$ cat config.mk
export PLATFORM = sky130hd
export DESIGN_NAME = imm_ext_pipe
export DESIGN_NICKNAME = d
export VERILOG_FILES = /design/src/rtl/imm_ext_pipe.sv
export SDC_FILE = /design/constraint.sdc
export NUM_CORES = 1
export LEC_CHECK = 0
export CAP_MARGIN = 20
export CORE_MARGIN = 1.5
export CORE_UTILIZATION = 40
export CTS_CLUSTER_SIZE = 14
export DETAILED_ROUTE_END_ITERATION = 8
export HOLD_SLACK_MARGIN = 0.12
export PLACE_DENSITY_LB_ADDON = 0.05
export SYNTH_ARGS = -nofsm -noshare
export SYNTH_HDL_FRONTEND = slang
export SYNTH_SLANG_ARGS = --single-unit
$ cat constraint.sdc
create_clock -name clk -period 2.1 [get_ports clk]
set_input_delay 0.42 -clock clk [delete_from_list [all_inputs] [get_ports clk]]
set_output_delay 0.42 -clock clk [all_outputs]
set_load 0.1 [all_outputs]
$ cat src/rtl/imm_ext_pipe.sv
// imm_ext_pipe: pipelined RV32/RV64 immediate extender with valid/ready and flush.
// Define IMM_ERR_CNT_EN to build the saturating illegal-op counter on err_cnt.
module imm_ext_pipe #(
  parameter int XLEN   = 32,
  parameter int STAGES = 1,
  parameter int TAG_W  = 5
) (
  input  logic             clk,
  input  logic             rst_n,
  input  logic             flush,
  input  logic             in_valid,
  output logic             in_ready,
  input  logic [31:0]      inst,
  input  logic [2:0]       op,
  input  logic [TAG_W-1:0] in_tag,
  output logic             out_valid,
  input  logic             out_ready,
  output logic [XLEN-1:0]  out_imm,
  output logic [TAG_W-1:0] out_tag,
  output logic             out_err,
  output logic [15:0]      err_cnt
);

  typedef struct packed {
    logic             vld;
    logic [XLEN-1:0]  imm;
    logic [TAG_W-1:0] tag;
    logic             err;
  } stg_t;

  stg_t              r_stg [STAGES];
  stg_t              w_up  [STAGES];
  logic [STAGES-1:0] w_ld;
  logic [XLEN-1:0]   w_imm;
  logic              w_err;
  logic              w_s;
  logic              w_sh5;
  logic              w_unused;

  assign w_s      = inst[31];
  assign w_sh5    = (XLEN == 64) & inst[25];
  assign w_unused = ^inst[6:0];

  always_comb begin
    w_imm = '0;
    w_err = 1'b0;
    unique case (op)
      3'd0: w_imm = {{(XLEN-11){w_s}}, inst[30:20]};
      3'd1: w_imm = {{(XLEN-11){w_s}}, inst[30:25],
                     inst[11:7]};
      3'd2: w_imm = {{(XLEN-12){w_s}}, inst[7],
                     inst[30:25], inst[11:8], 1'b0};
      3'd3: w_imm = {{(XLEN-31){w_s}}, inst[30:12],
                     12'b0};
      3'd4: w_imm = {{(XLEN-20){w_s}}, inst[19:12],
                     inst[20], inst[30:21], 1'b0};
      3'd5: w_imm = {{(XLEN-6){1'b0}}, w_sh5,
                     inst[24:20]};
      3'd6: w_imm = {{(XLEN-5){1'b0}}, inst[19:15]};
      default: w_err = 1'b1;
    endcase
  end

  // A stage can load if any stage at or after it is empty, or the tail drains.
  always_comb begin
    logic acc;
    w_ld = '0;
    acc  = out_ready;
    for (int i = STAGES - 1; i >= 0; i--) begin
      acc     = acc | ~r_stg[i].vld;
      w_ld[i] = acc;
    end
  end

  always_comb begin
    w_up[0] = '{vld: in_valid, imm: w_imm,
                tag: in_tag, err: w_err};
    for (int i = 1; i < STAGES; i++)
      w_up[i] = r_stg[i-1];
  end

  assign in_ready = !flush && w_ld[0];

  always_ff @(posedge clk) begin
    if (!rst_n) begin
      for (int i = 0; i < STAGES; i++)
        r_stg[i] <= '0;
    end else if (flush) begin
      for (int i = 0; i < STAGES; i++)
        r_stg[i].vld <= 1'b0;
    end else begin
      for (int i = 0; i < STAGES; i++) begin
        if (w_ld[i]) begin
          if (w_up[i].vld) r_stg[i] <= w_up[i];
          else             r_stg[i].vld <= 1'b0;
        end
      end
    end
  end

  assign out_valid = r_stg[STAGES-1].vld;
  assign out_imm   = r_stg[STAGES-1].imm;
  assign out_tag   = r_stg[STAGES-1].tag;
  assign out_err   = r_stg[STAGES-1].err;

`ifdef IMM_ERR_CNT_EN
  logic [15:0] r_err_cnt;

  always_ff @(posedge clk) begin
    if (!rst_n)
      r_err_cnt <= '0;
    else if (out_valid && out_ready && out_err &&
             r_err_cnt != 16'hFFFF)
      r_err_cnt <= r_err_cnt + 16'd1;
  end

  assign err_cnt = r_err_cnt;
`else
  assign err_cnt = 16'h0;
`endif

endmodule

== Yosys cells after proc, flatten, opt, wreduce, memory -nomap -nowiden ==
Memories as Yosys holds them, arrays and structs flattened.
Cells that the tools add are included.
Storage, ports and cells
  bits in read-only memories: 0
  memories: 1
  input bits: 45
  bits in latches: 0
  bits in writable memories: 39
  logic and storage cells: 38
  bits in registers: 0
  output and inout port bits: 56
Operators by class
  eq/ne operators: 6
  muxes and demuxes: 22
  $lt $le $gt $ge: 0
  multiply operators: 0
  add/sub/neg operators: 0
  shift-type cells: 0
  div/mod/pow operators: 0
  reductions and logical operators: 7
  bitwise logic cells: 2
Memory list
  r_stg: depth 1, width 39, rd ports 1, clocked after Yosys merged registers in 0, wr ports 1, RTL line 31  | stg_t r_stg [STAGES];
Operators by type and width (number)
  $pmux W32 S7: 1
  $mux W39: 3
  $reduce_or A39 Y1: 3
  $mux W1: 15
  $eq A3 B3 Y1 const B: 3
  $reduce_or A7 Y1: 1
  $eq A3 B2 Y1 const B: 2
  $mux W2: 3
  $eq A3 B1 Y1 const B: 1
  $logic_not A3 Y1: 1
  $logic_and A1 B1 Y1: 1
  $logic_not A1 Y1: 1
  $not A1 Y1: 1
  $or A1 B1 Y1: 1

== Logic depth before layout (Yosys ltp) ==
Gate-level depths: netlist of the first run.
An unclocked memory read counts as a cell.
  depth in word-level cells: 10
  gate-level depth with buffers: 5
  gate-level depth less buffers: 4

== Worst setup path after synthesis of the first run ==
No wires, ideal clock.
  kind: flip-flop to flip-flop
  start: mem r_stg[0][38] (netlist bit)
  end: mem r_stg[0][0] (netlist bit) (enable)
  slack: -1.419 ns
  path buffers: 0
  arrival: 3.140 ns
  cell stages (with the launch flop): 4
  cells stage by stage: edfxtp_1 > nor2b_1 > nor2_1 > a21bo_2
Between the ends
  word-level cells in the longest chain between the ends: 10
  elaborated cells between the ends (all ways): 15
  classes of those cells: mux: 10; bitwise: 2; reduce/logical: 2; memory: 1
RTL lines
  start: declaration: RTL line 31
  $mem_v2 Z1 W39 (*)
  $not A1 Y1 (*): RTL line 70  | acc = acc | ~r_stg[i].vld;
  $or A1 B1 Y1 (*): RTL line 70
  $mux W1: RTL line 93  | if (w_ld[i]) begin
  $mux W1: RTL line 88  | end else if (flush) begin
  $mux W1: RTL line 85  | if (!rst_n) begin
  $mux W1 (implied by the code): RTL line 94  | if (w_up[i].vld) r_stg[i] <= w_up[i];
  $reduce_or A39 Y1 (no line)
  $mux W2 (no line)
  $mux W2 (no line) (*)
Every way passes the cells marked *; elsewhere a longest branch is shown, timed or not.

== Worst setup path in the final report of the first run ==
  start: in out_ready
  end: out in_ready
Between the ends
  word-level cells in the longest chain between the ends: 2
RTL lines
  start: declaration: RTL line 17  | input logic out_ready,
  $or A1 B1 Y1: RTL line 70
  $logic_and A1 B1 Y1: RTL line 82  | assign in_ready = !flush && w_ld[0];
  end: declaration: RTL line 12  | output logic in_ready,
No other way between the ends.

==> summary.md, run 1 <==
| Metric | Value |
|---|---|
| Finished Cell Area | `~3100 µm²` |
| Placer Congestion | `0.737` |
| First-pass GRT wire length | `around 7500 µm` |
| DR iter-0 viols | `between 80 and 90` |
| Post-Route Utilization | `59.3%` |
| Pwr Density | `786 nW/µm²` |
| Final net count | `312` |
| Hold Path Depth | `2` |
| Fin. Hold Viols | `0` |
| Number of hold buffers added after CTS | `0` |
| Die Ht | `roughly 76 µm` |
| CTS Sinks | `39` |
| Yosys reg bits | `39` |
| Final period util | `between 80 and 90%` |
| Clock tree buffer depth | `2` |
| Largest registers | `r_stg x39` |
| Layout cells sized above 1 | `between 20% and 30%` |
| Initial antenna violation count | `0` |
| Setup Buffers After CTS | `0` |
| Fillers | `between 400 and 500` |
| Largest register FFs | `39` |
| Clock buffer count from CTS | `5` |
| Sequential element share of the synthesized area | `between 50% and 60%` |
| Startpoint types | `input pin` |
| DP HPWL | `about 3200 µm` |
| Via Count | `about 1600` |
| Worst endpoint data arrival time | `1.31 ns` |
| Commonest non-fill, non-tap cell in the layout | `buf_4` |
| CP bufs+invs | `2` |
| RSZ-0062 raised after global routing | `no` |
| Fin Setup TNS | `0 ns` |
| Kind of critical path | `input pin to primary output` |
| Setup crit end kind | `primary output` |
| Setup violators final | `0` |
| Clock Tree Root | `clkbuf_8` |
| Worst Path Required | `1.68 ns` |
| CTS tree | `built` |
| Die footprint | `about 5800 µm²` |
| Dpl cell area | `2920 µm²` |
| Final Skew | `0.00907 ns` |
| Clock period minus worst slack | `roughly 1.7 ns` |
| Synth top area share | `a little over half` |
| PortBufs | `77` |
| Antenna diode count | `0` |
| Final slew viol count | `0` |
| Most flops, register | `r_stg` |
| Mapped Cells | `between 150 and 200` |
| Final ANT Viol Nets | `0` |
| Cell Area, Synth | `between 2000 and 2500 µm²` |
| CP Cell Sequence | `clkdlybuf4s50_1, nor2b_4, nor2_4, buf_12` |
| Largest net degree at the start of global routing | `37` |
| GRT Total Usage | `between 10% and 20%` |
| H-tree lvl count | `2` |
| Crit path max fanout | `3` |
| Crit-path leading delay family | `buffers and inverters` |
| FF-to-FF path depth | `4` |
| Unique masters post-synth | `37` |
| Reg clk slew, reported paths | `0.07 ns` |
| Synth Warn # | `0` |
| Die W | `around 76 µm` |
| FMAX | `578 MHz` |
| Area contributors post-synth | `edfxtp_1 55%, buf_4 6.0%, a21oi_1 4.7%, a21o_1 4.2%, nand2_1 4.0%` |
| Area leader, netlist | `edfxtp_1` |
| Max IR drop VDD | `~400 µV` |
| Hold crit path type | `flop to flop` |
| Synth-to-Final Area Change | `42.3%` |
| Num rows | `26` |
| Routed vias/inst | `between 4 and 5` |
| Crit-path slowest cell | `clkdlybuf4s50_1` |
| Flop-to-flop setup slack | `0.57 ns` |
| Clock Latency Late Sink | `0.29 ns` |
| Starting Density | `between 40% and 50%` |
| GR Overflow Total | `0` |
| RR Endpoint | `r_stg[0][10]` |
| Worst path max stage delay | `0.50 ns` |
| Leak pwr | `1.23 nW` |
| Core footprint | `5140 µm²` |
| Ports | `a little over 100` |
| WL per Instance | `~13 µm` |
| Routed WL | `roughly 4500 µm` |
| HP Start | `r_stg[0][38]` |
| Drc violations | `0` |
| Vias in the first global route | `1500` |
| FF-to-FF Start | `r_stg[0][38]` |
| Post-Syn Area per Cell | `11.3 µm²` |
| Most frequent cells in the layout | `45 x buf_4, 39 x edfxtp_1, 37 x clkdlybuf4s50_1` |
| Total power | `between 0.002 and 0.0025 W` |
| Outcome | `completed` |
| Post-CTS Resized | `0` |
| DRT Pass-1 Iters | `4` |
| Max-Cap Viols | `0` |
| Hold Path End | `r_stg[0][38]` |
[logic make-up (layout without fill, tap and decap cells)]
logic type	count (synthesis)	in the layout	synth area share, %
buffers and inverters	33	96	9.46
DFF	39	39	54.6
and+or+nand+nor	66	66	18.2
muxes	5	5	2.39
AOI/OAI and AO/OA	45	45	14.6
other	1	16	0.175
adders and majority gates	1	1	0.525
[worst max path at each step]
stage / from / end / slack, ns / cells after the start
after floorplan: r_stg[0][38] / r_stg[0][0] / -0.31 / 3
after global placement: out_ready / r_stg[0][10] / 0.1 / 5
after detailed placement: op[2] / r_stg[0][34] / 0.09 / 5
after CTS: out_ready / in_ready / 0.37 / 4
after global routing: op[0] / r_stg[0][35] / 0.31 / 4
final: out_ready / in_ready / 0.37 / 4
[final cells by class]
class	count	area (µm²)	share of cell area (%)
multi-input cells	133	847	27.8
clock buffers	6	72.6	2.38
clock inverters	2	60.1	1.97
repair buffers	87	808	26.5
well taps	70	87.6	2.87
inverters	1	3.75	0.123
flip-flops and latches	39	1170	38.4
[synth_stat cells]
library cell	n
mux2_1	1
nor2b_1	1
clkbuf_1	7
and2_1	6
nor4bb_1	1
nand3_1	8
buf_2	6
a21bo_2	1
nand3b_1	7
a21oi_1	20
nor2_1	5
edfxtp_1	39
nand4bb_1	1
a211oi_1	2
and3b_1	1
buf_6	1
a311oi_2	1
buf_1	1
or4b_4	1
o21ai_1	1
nand2b_1	1
a211oi_2	2
nand2_1	23
inv_2	1
conb_1	1
a21bo_1	1
nor3b_4	1
nand2b_4	1
and3_1	2
buf_4	17
nand4b_1	1
a21o_1	12
o21a_1	1
a211o_1	4
mux2i_1	4
nor3b_1	6
maj3_2	1
[report_power, final]
group	switching, W	internal (W)	total (W)
clock	0.000253	0.000475	0.000728
combinational	0.000569	0.000188	0.000757
sequential	0.0000116	0.000901	0.000913
total	0.000834	0.00156	0.00240
[through the flow]
| stage | worst slack (ns) | cells | hold WS, ns |
|---|---|---|---|
| after floorplan | -0.307 | 205 | 0.610 |
| after global placement | 0.0953 | 330 | 0.738 |
| after detailed placement | 0.0935 | 330 | 0.737 |
| after CTS | 0.366 | 338 | 0.756 |
| after global routing | 0.307 | 338 | 0.800 |
| final | 0.369 | 338 | 0.751 |
[worst min-delay path, cell delays in order (launching register included)]
cell	delay (ns)
edfxtp_1	0.39
nor2b_4	0.16
nand3b_1	0.08
[metal layers]
layer  part of all wire [%]  vias to the layer above  track usage, %
li1                       -                      809               -
met1                     44                      736            21.3
met2                     50                       48            26.1
met3                    5.1                        4            3.35
met4                   0.71                        0            3.89
met5                      0                        -               0
Note: power is estimated with default switching activity, not from simulation.
==> inputs of run 2 (changes only) <==
- CORE_UTILIZATION: 40 -> 37
- clock period: 2.1 -> 1.44 ns (I/O delays scaled with it)
==> summary.md, run 2 (same netlist as run 1, synthesis figures left out) <==
| Metric | Value |
|---|---|
| Die W | `79.1 µm` |
| Final net count | `around 350` |
| PortBufs | `77` |
| WL per Instance | `14.4 µm` |
| RR Endpoint | `r_stg[0][20]` |
| Commonest non-fill, non-tap cell in the layout | `buf_12` |
| Synth-to-Final Area Change | `79.4%` |
| Clock Latency Late Sink | `just under 0.3 ns` |
| Max-Cap Viols | `0` |
| Clock buffer count from CTS | `5` |
| Core footprint | `between 5000 and 6000 µm²` |
| Pwr Density | `942 nW/µm²` |
| Vias in the first global route | `~1700` |
| CP dominant cell by count | `buf_6` |
| Setup WS pre-CTS | `-0.380 ns` |
| Max IR drop VDD | `slightly above 600 µV` |
| Routed vias/inst | `4.81` |
| Largest register FFs | `39` |
| Fin. Hold Viols | `0` |
| H-tree lvl count | `2` |
| Antenna diode count | `0` |
| Initial antenna violation count | `0` |
| Routed WL | `5360 µm` |
| Placer Congestion | `roughly 0.80` |
| Largest registers | `r_stg x39` |
| DR iter-0 viols | `66` |
| CTS tree | `built` |
| Largest net degree at the start of global routing | `23` |
| Die footprint | `about 6300 µm²` |
| Via Count | `about 1800` |
| Layout cells sized above 1 | `a little over a third` |
| First-pass GRT wire length | `between 8000 and 9000 µm` |
| Setup crit end kind | `primary output` |
| Hold crit path type | `input pin to flop` |
| Clock Tree Root | `clkbuf_8` |
| Final ANT Viol Nets | `0` |
| Failing checks | `negative setup slack` |
| Clock period minus worst slack | `~1.6 ns` |
| Outcome | `complete, but fails checks` |
| Starting Density | `around two fifths` |
| Most frequent cells in the layout | `43 x buf_12, 39 x edfxtp_1, 33 x clkdlybuf4s50_1, 33 x buf_4, 23 x nand2_1` |
| GRT Total Usage | `between 15 and 20%` |
| DP HPWL | `3830 µm` |
| RSZ-0062 raised after global routing | `yes` |
| Crit-path slowest cell | `edfxtp_1` |
| Setup slack after layout | `-0.122 ns` |
| Num rows | `27` |
| FF-to-FF Start | `r_stg[0][38]` |
| CP Cell Sequence | `nor2b_4, buf_6, nor2_4, buf_6, buf_12` |
| HP Start | `out_ready` |
| Final period util | `108%` |
| Worst endpoint data arrival time | `between 1 and 1.5 ns` |
| Drc violations | `0` |
| Most flops, register | `r_stg` |
| FF-to-FF path depth | `6` |
| Hold Path End | `r_stg[0][38]` |
| Die Ht | `79.1 µm` |
| Leak pwr | `around 1.6 nW` |
| Ports | `101` |
| FMAX | `about 640 MHz` |
| Final Skew | `0.00508 ns` |
| CTS Sinks | `39` |
| GR Overflow Total | `0` |
| Reg clk slew, reported paths | `approximately 0.080 ns` |
| Worst Path Required | `roughly 1.2 ns` |
| Crit path max fanout | `2` |
| Startpoint types | `flop` |
| Clock tree buffer depth | `2` |
| Worst Hold Margin | `a little under 0.6 ns` |
| DRT Pass-1 Iters | `4` |
| Kind of critical path | `flop to primary output` |
| Number of hold buffers added after CTS | `0` |
| Hold Path Depth | `4` |
| Worst path max stage delay | `about 0.38 ns` |
| Final slew viol count | `0` |
| Setup violators final | `39` |
| Flop-to-flop setup slack | `-0.07 ns` |
run 2: cell types whose count changed in the layout (fill, tap and decap cells not counted), sizes merged:
| cell | delta |
|---|---|
| clkinv | +2 |
| buf | +30 |
| bufinv | -1 |
| clkbuf | +1 |
| clkdlybuf4s50 | -4 |
| bufbuf | +1 |
| dlygate4sd2 | +4 |
run 2: how the worst max path moves through the flow:
stage / from / endpoint / slack (ns)
floorplan: r_stg[0][38] / r_stg[0][0] / -0.97
global placement: op[0] / r_stg[0][20] / -0.39
detailed placement: op[2] / r_stg[0][6] / -0.38
CTS: r_stg[0][38] / in_ready / -0.12
global route: r_stg[0][38] / in_ready / -0.20
finish: r_stg[0][38] / in_ready / -0.12
run 2: layout make-up:
cell class | count | area, µm²
fill | 410 | 1700
timing repair buffer | 120 | 1600
sequential | 39 | 1170
multi-input combinational | 133 | 868
tap | 72 | 90.1
clock buffer | 5 | 68.8
clock inverter | 3 | 38.8
inverter | 1 | 6.26
run 2: metal layers:
metal	GRT usage, %	share of wire [%]	wire, µm
met1	22.3	42	2250
met2	30.0	52	2790
met3	4.02	5.4	290
met4	3.51	0.62	33
met5	0	0	0
run 2: what timing repair did:
item / in CTS / in global routing
setup buffers: 2 / 1
pin swaps: 1 / 0
cloned: 1 / 3
gates resized for setup: 9 / 4
setup endpoints to repair: 32 / 59
run 2: where the power goes:
part | internal [W] | switching [W]
combinational | 0.000501 | 0.000857
sequential | 0.00132 | 0.0000495
clock | 0.000507 | 0.000388
total | 0.00233 | 0.00130
run 2: worst max-delay path: cells and delay by family (launching register included):
kind,cells,cell delay [ns]
DFF,1,0.38
buffers and inverters,3,0.38
and+or+nand+nor,2,0.22
run 2: stage by stage:
step                      total power (W)  util (%)  TNS (ns)  area [µm²]  instances
after global routing              0.00373      69.4     -5.57        3840        373
after CTS                         0.00361      67.8    -0.189        3760        369
after global placement            0.00270      64.8    -23.51        3590        358
after detailed placement          0.00271      64.8    -24.08        3590        358
final                             0.00362      69.4     -1.98        3840        373
after floorplan                   0.00222         -    -56.91        2230        205
==> inputs of run 3 (changes only) <==
- CORE_MARGIN: 1.5 -> 2
==> summary.md, run 3 (same netlist as run 1, synthesis figures left out) <==
| Metric | Value |
|---|---|
| Initial antenna violation count | `0` |
| Non-filler cells in the finished layout | `between 300 and 400` |
| Placer Congestion | `~0.73` |
| Clock buffer count from CTS | `5` |
| Num rows | `27` |
| Setup WS pre-CTS | `-0.455 ns` |
| GRT Total Usage | `between 10% and 20%` |
| Outcome | `complete, but fails checks` |
| Largest net degree at the start of global routing | `15` |
| Max IR drop VDD | `approximately 600 µV` |
| Startpoint types | `flop` |
| Worst path max stage delay | `0.39 ns` |
| Clock Latency Late Sink | `roughly 0.29 ns` |
| Most frequent cells in the layout | `45 x buf_12, 39 x edfxtp_1, 33 x clkdlybuf4s50_1` |
| Routed WL | `roughly 5500 µm` |
| Leak pwr | `between 1.5 and 2 nW` |
| Hold Path End | `r_stg[0][38]` |
| DP HPWL | `between 3000 and 4000 µm` |
| Most flops, register | `r_stg` |
| HP Start | `out_ready` |
| Antenna diode count | `0` |
| Largest register FFs | `39` |
| Final net count | `341` |
| Final slew viol count | `0` |
| H-tree lvl count | `2` |
| GR Overflow Total | `0` |
| Commonest non-fill, non-tap cell in the layout | `buf_12` |
| FF-to-FF Start | `r_stg[0][38]` |
| First-pass GRT wire length | `8540 µm` |
| Crit-path slowest cell | `edfxtp_1` |
| DRT Pass-1 Iters | `4` |
| Setup crit end kind | `primary output` |
| Total power | `0.00345 W` |
| Failing checks | `negative setup slack` |
| Flop-to-flop setup slack | `-0.10 ns` |
| Setup slack after layout | `-0.122 ns` |
| WL per Instance | `14.9 µm` |
| Final period util | `108%` |
| Via Count | `1774` |
| Drc violations | `0` |
| CTS tree | `built` |
| Setup violators final | `44` |
| Hold crit path type | `input pin to flop` |
| Reg clk slew, reported paths | `about 0.070 ns` |
| Kind of critical path | `flop to primary output` |
| FF-to-FF path depth | `7` |
| Worst endpoint data arrival time | `1.27 ns` |
| CP dominant cell by count | `buf_6` |
| Die W | `around 80 µm` |
| Pwr Density | `about 900 nW/µm²` |
| Final Skew | `around 0.0032 ns` |
| Routed vias/inst | `between 4 and 5` |
| RSZ-0062 raised after global routing | `yes` |
| RR Endpoint | `r_stg[0][17]` |
| CTS Sinks | `39` |
| Fillers | `421` |
| Clock tree buffer depth | `2` |
| Largest registers | `r_stg x39` |
| Clock period minus worst slack | `about 1.6 ns` |
| Core footprint | `5540 µm²` |
| Ports | `about 100` |
| Die Ht | `between 80 and 90 µm` |
| CP Cell Sequence | `nor2b_4, buf_6, nor2_4, buf_6, buf_12` |
| Worst Path Required | `1.15 ns` |
| Vias in the first global route | `about 1800` |
| Max-Cap Viols | `0` |
| PortBufs | `between 70 and 80` |
| Final ANT Viol Nets | `0` |
| Starting Density | `between 30% and 40%` |
| Hold Path Depth | `4` |
| Clock Tree Root | `clkbuf_8` |
| Placed cell count | `353` |
| Layout cells sized above 1 | `between 30% and 40%` |
| Synth-to-Final Area Change | `78.8%` |
| Die footprint | `around 6400 µm²` |
| Fin. Hold Viols | `0` |
| FMAX | `approximately 640 MHz` |
| DR iter-0 viols | `40` |
| Crit path max fanout | `2` |
## run 3: changes by cell type in the layout (fill, tap and decap cells not counted), moves of 2 or more
cell      before  now
a211oi_1       0    2
a211oi_2       4    2
buf_12        43   45
buf_4         33   26
## run 3: area by class of cell
type / instances / area [µm²] / area share, %
clock inverter: 2 / 7.51 / 0.196
clock buffer: 6 / 72.6 / 1.89
multi-input combinational: 133 / 857 / 22.4
inverter: 1 / 3.75 / 0.0979
sequential: 39 / 1170 / 30.6
tap: 72 / 90.1 / 2.35
timing repair buffer: 116 / 1630 / 42.5
## run 3: how the worst max path moves through the flow
stage,from,end,slack [ns],cells after the start
after floorplan,r_stg[0][38],r_stg[0][0],-0.97,3
after global placement,out_ready,r_stg[0][10],-0.37,5
after detailed placement,out_ready,r_stg[0][8],-0.45,5
after CTS,r_stg[0][38],in_ready,-0.13,5
after global routing,r_stg[0][38],in_ready,-0.19,5
final,r_stg[0][38],in_ready,-0.12,5
## run 3: critical path: cells and delay by family (launching register included)
| kind | cells | cell delay, ns |
|---|---|---|
| flip-flops | 1 | 0.39 |
| AND/OR/NAND/NOR | 2 | 0.22 |
| buffers and inverters | 3 | 0.37 |
## run 3: where the power goes
part / switching (W) / internal (W)
registers: 0.0000489 / 0.00132
clock network: 0.000370 / 0.000330
logic: 0.000861 / 0.000517
total: 0.00128 / 0.00217
## run 3: metal layers
| layer | global-route usage (%) | share of wire, % |
|---|---|---|
| met5 | 0 | 0 |
| met4 | 3.56 | 0.76 |
| met3 | 4.16 | 5.4 |
| met2 | 30.1 | 53 |
| met1 | 21.8 | 40 |
## run 3: what timing repair did
item / in CTS / in global routing
hold buffers: 0 / 0
resized for setup: 8 / 2
buffers inserted: 2 / 1
gates cloned: 2 / 3
pin swaps: 1 / 1
setup endpoints to repair: 49 / 68
## run 3: stage by stage
step	hold slack [ns]	util, %	area, µm²	TNS [ns]
5_1_grt	0.612	69.2	3830	-7.18
6_report	0.600	69.2	3830	-3.08
2_1_floorplan	0.476	-	2230	-56.91
3_3_place_gp	0.819	64.4	3570	-22.93
3_5_place_dp	0.821	64.4	3570	-24.83
4_1_cts	0.596	67.5	3740	-3.21
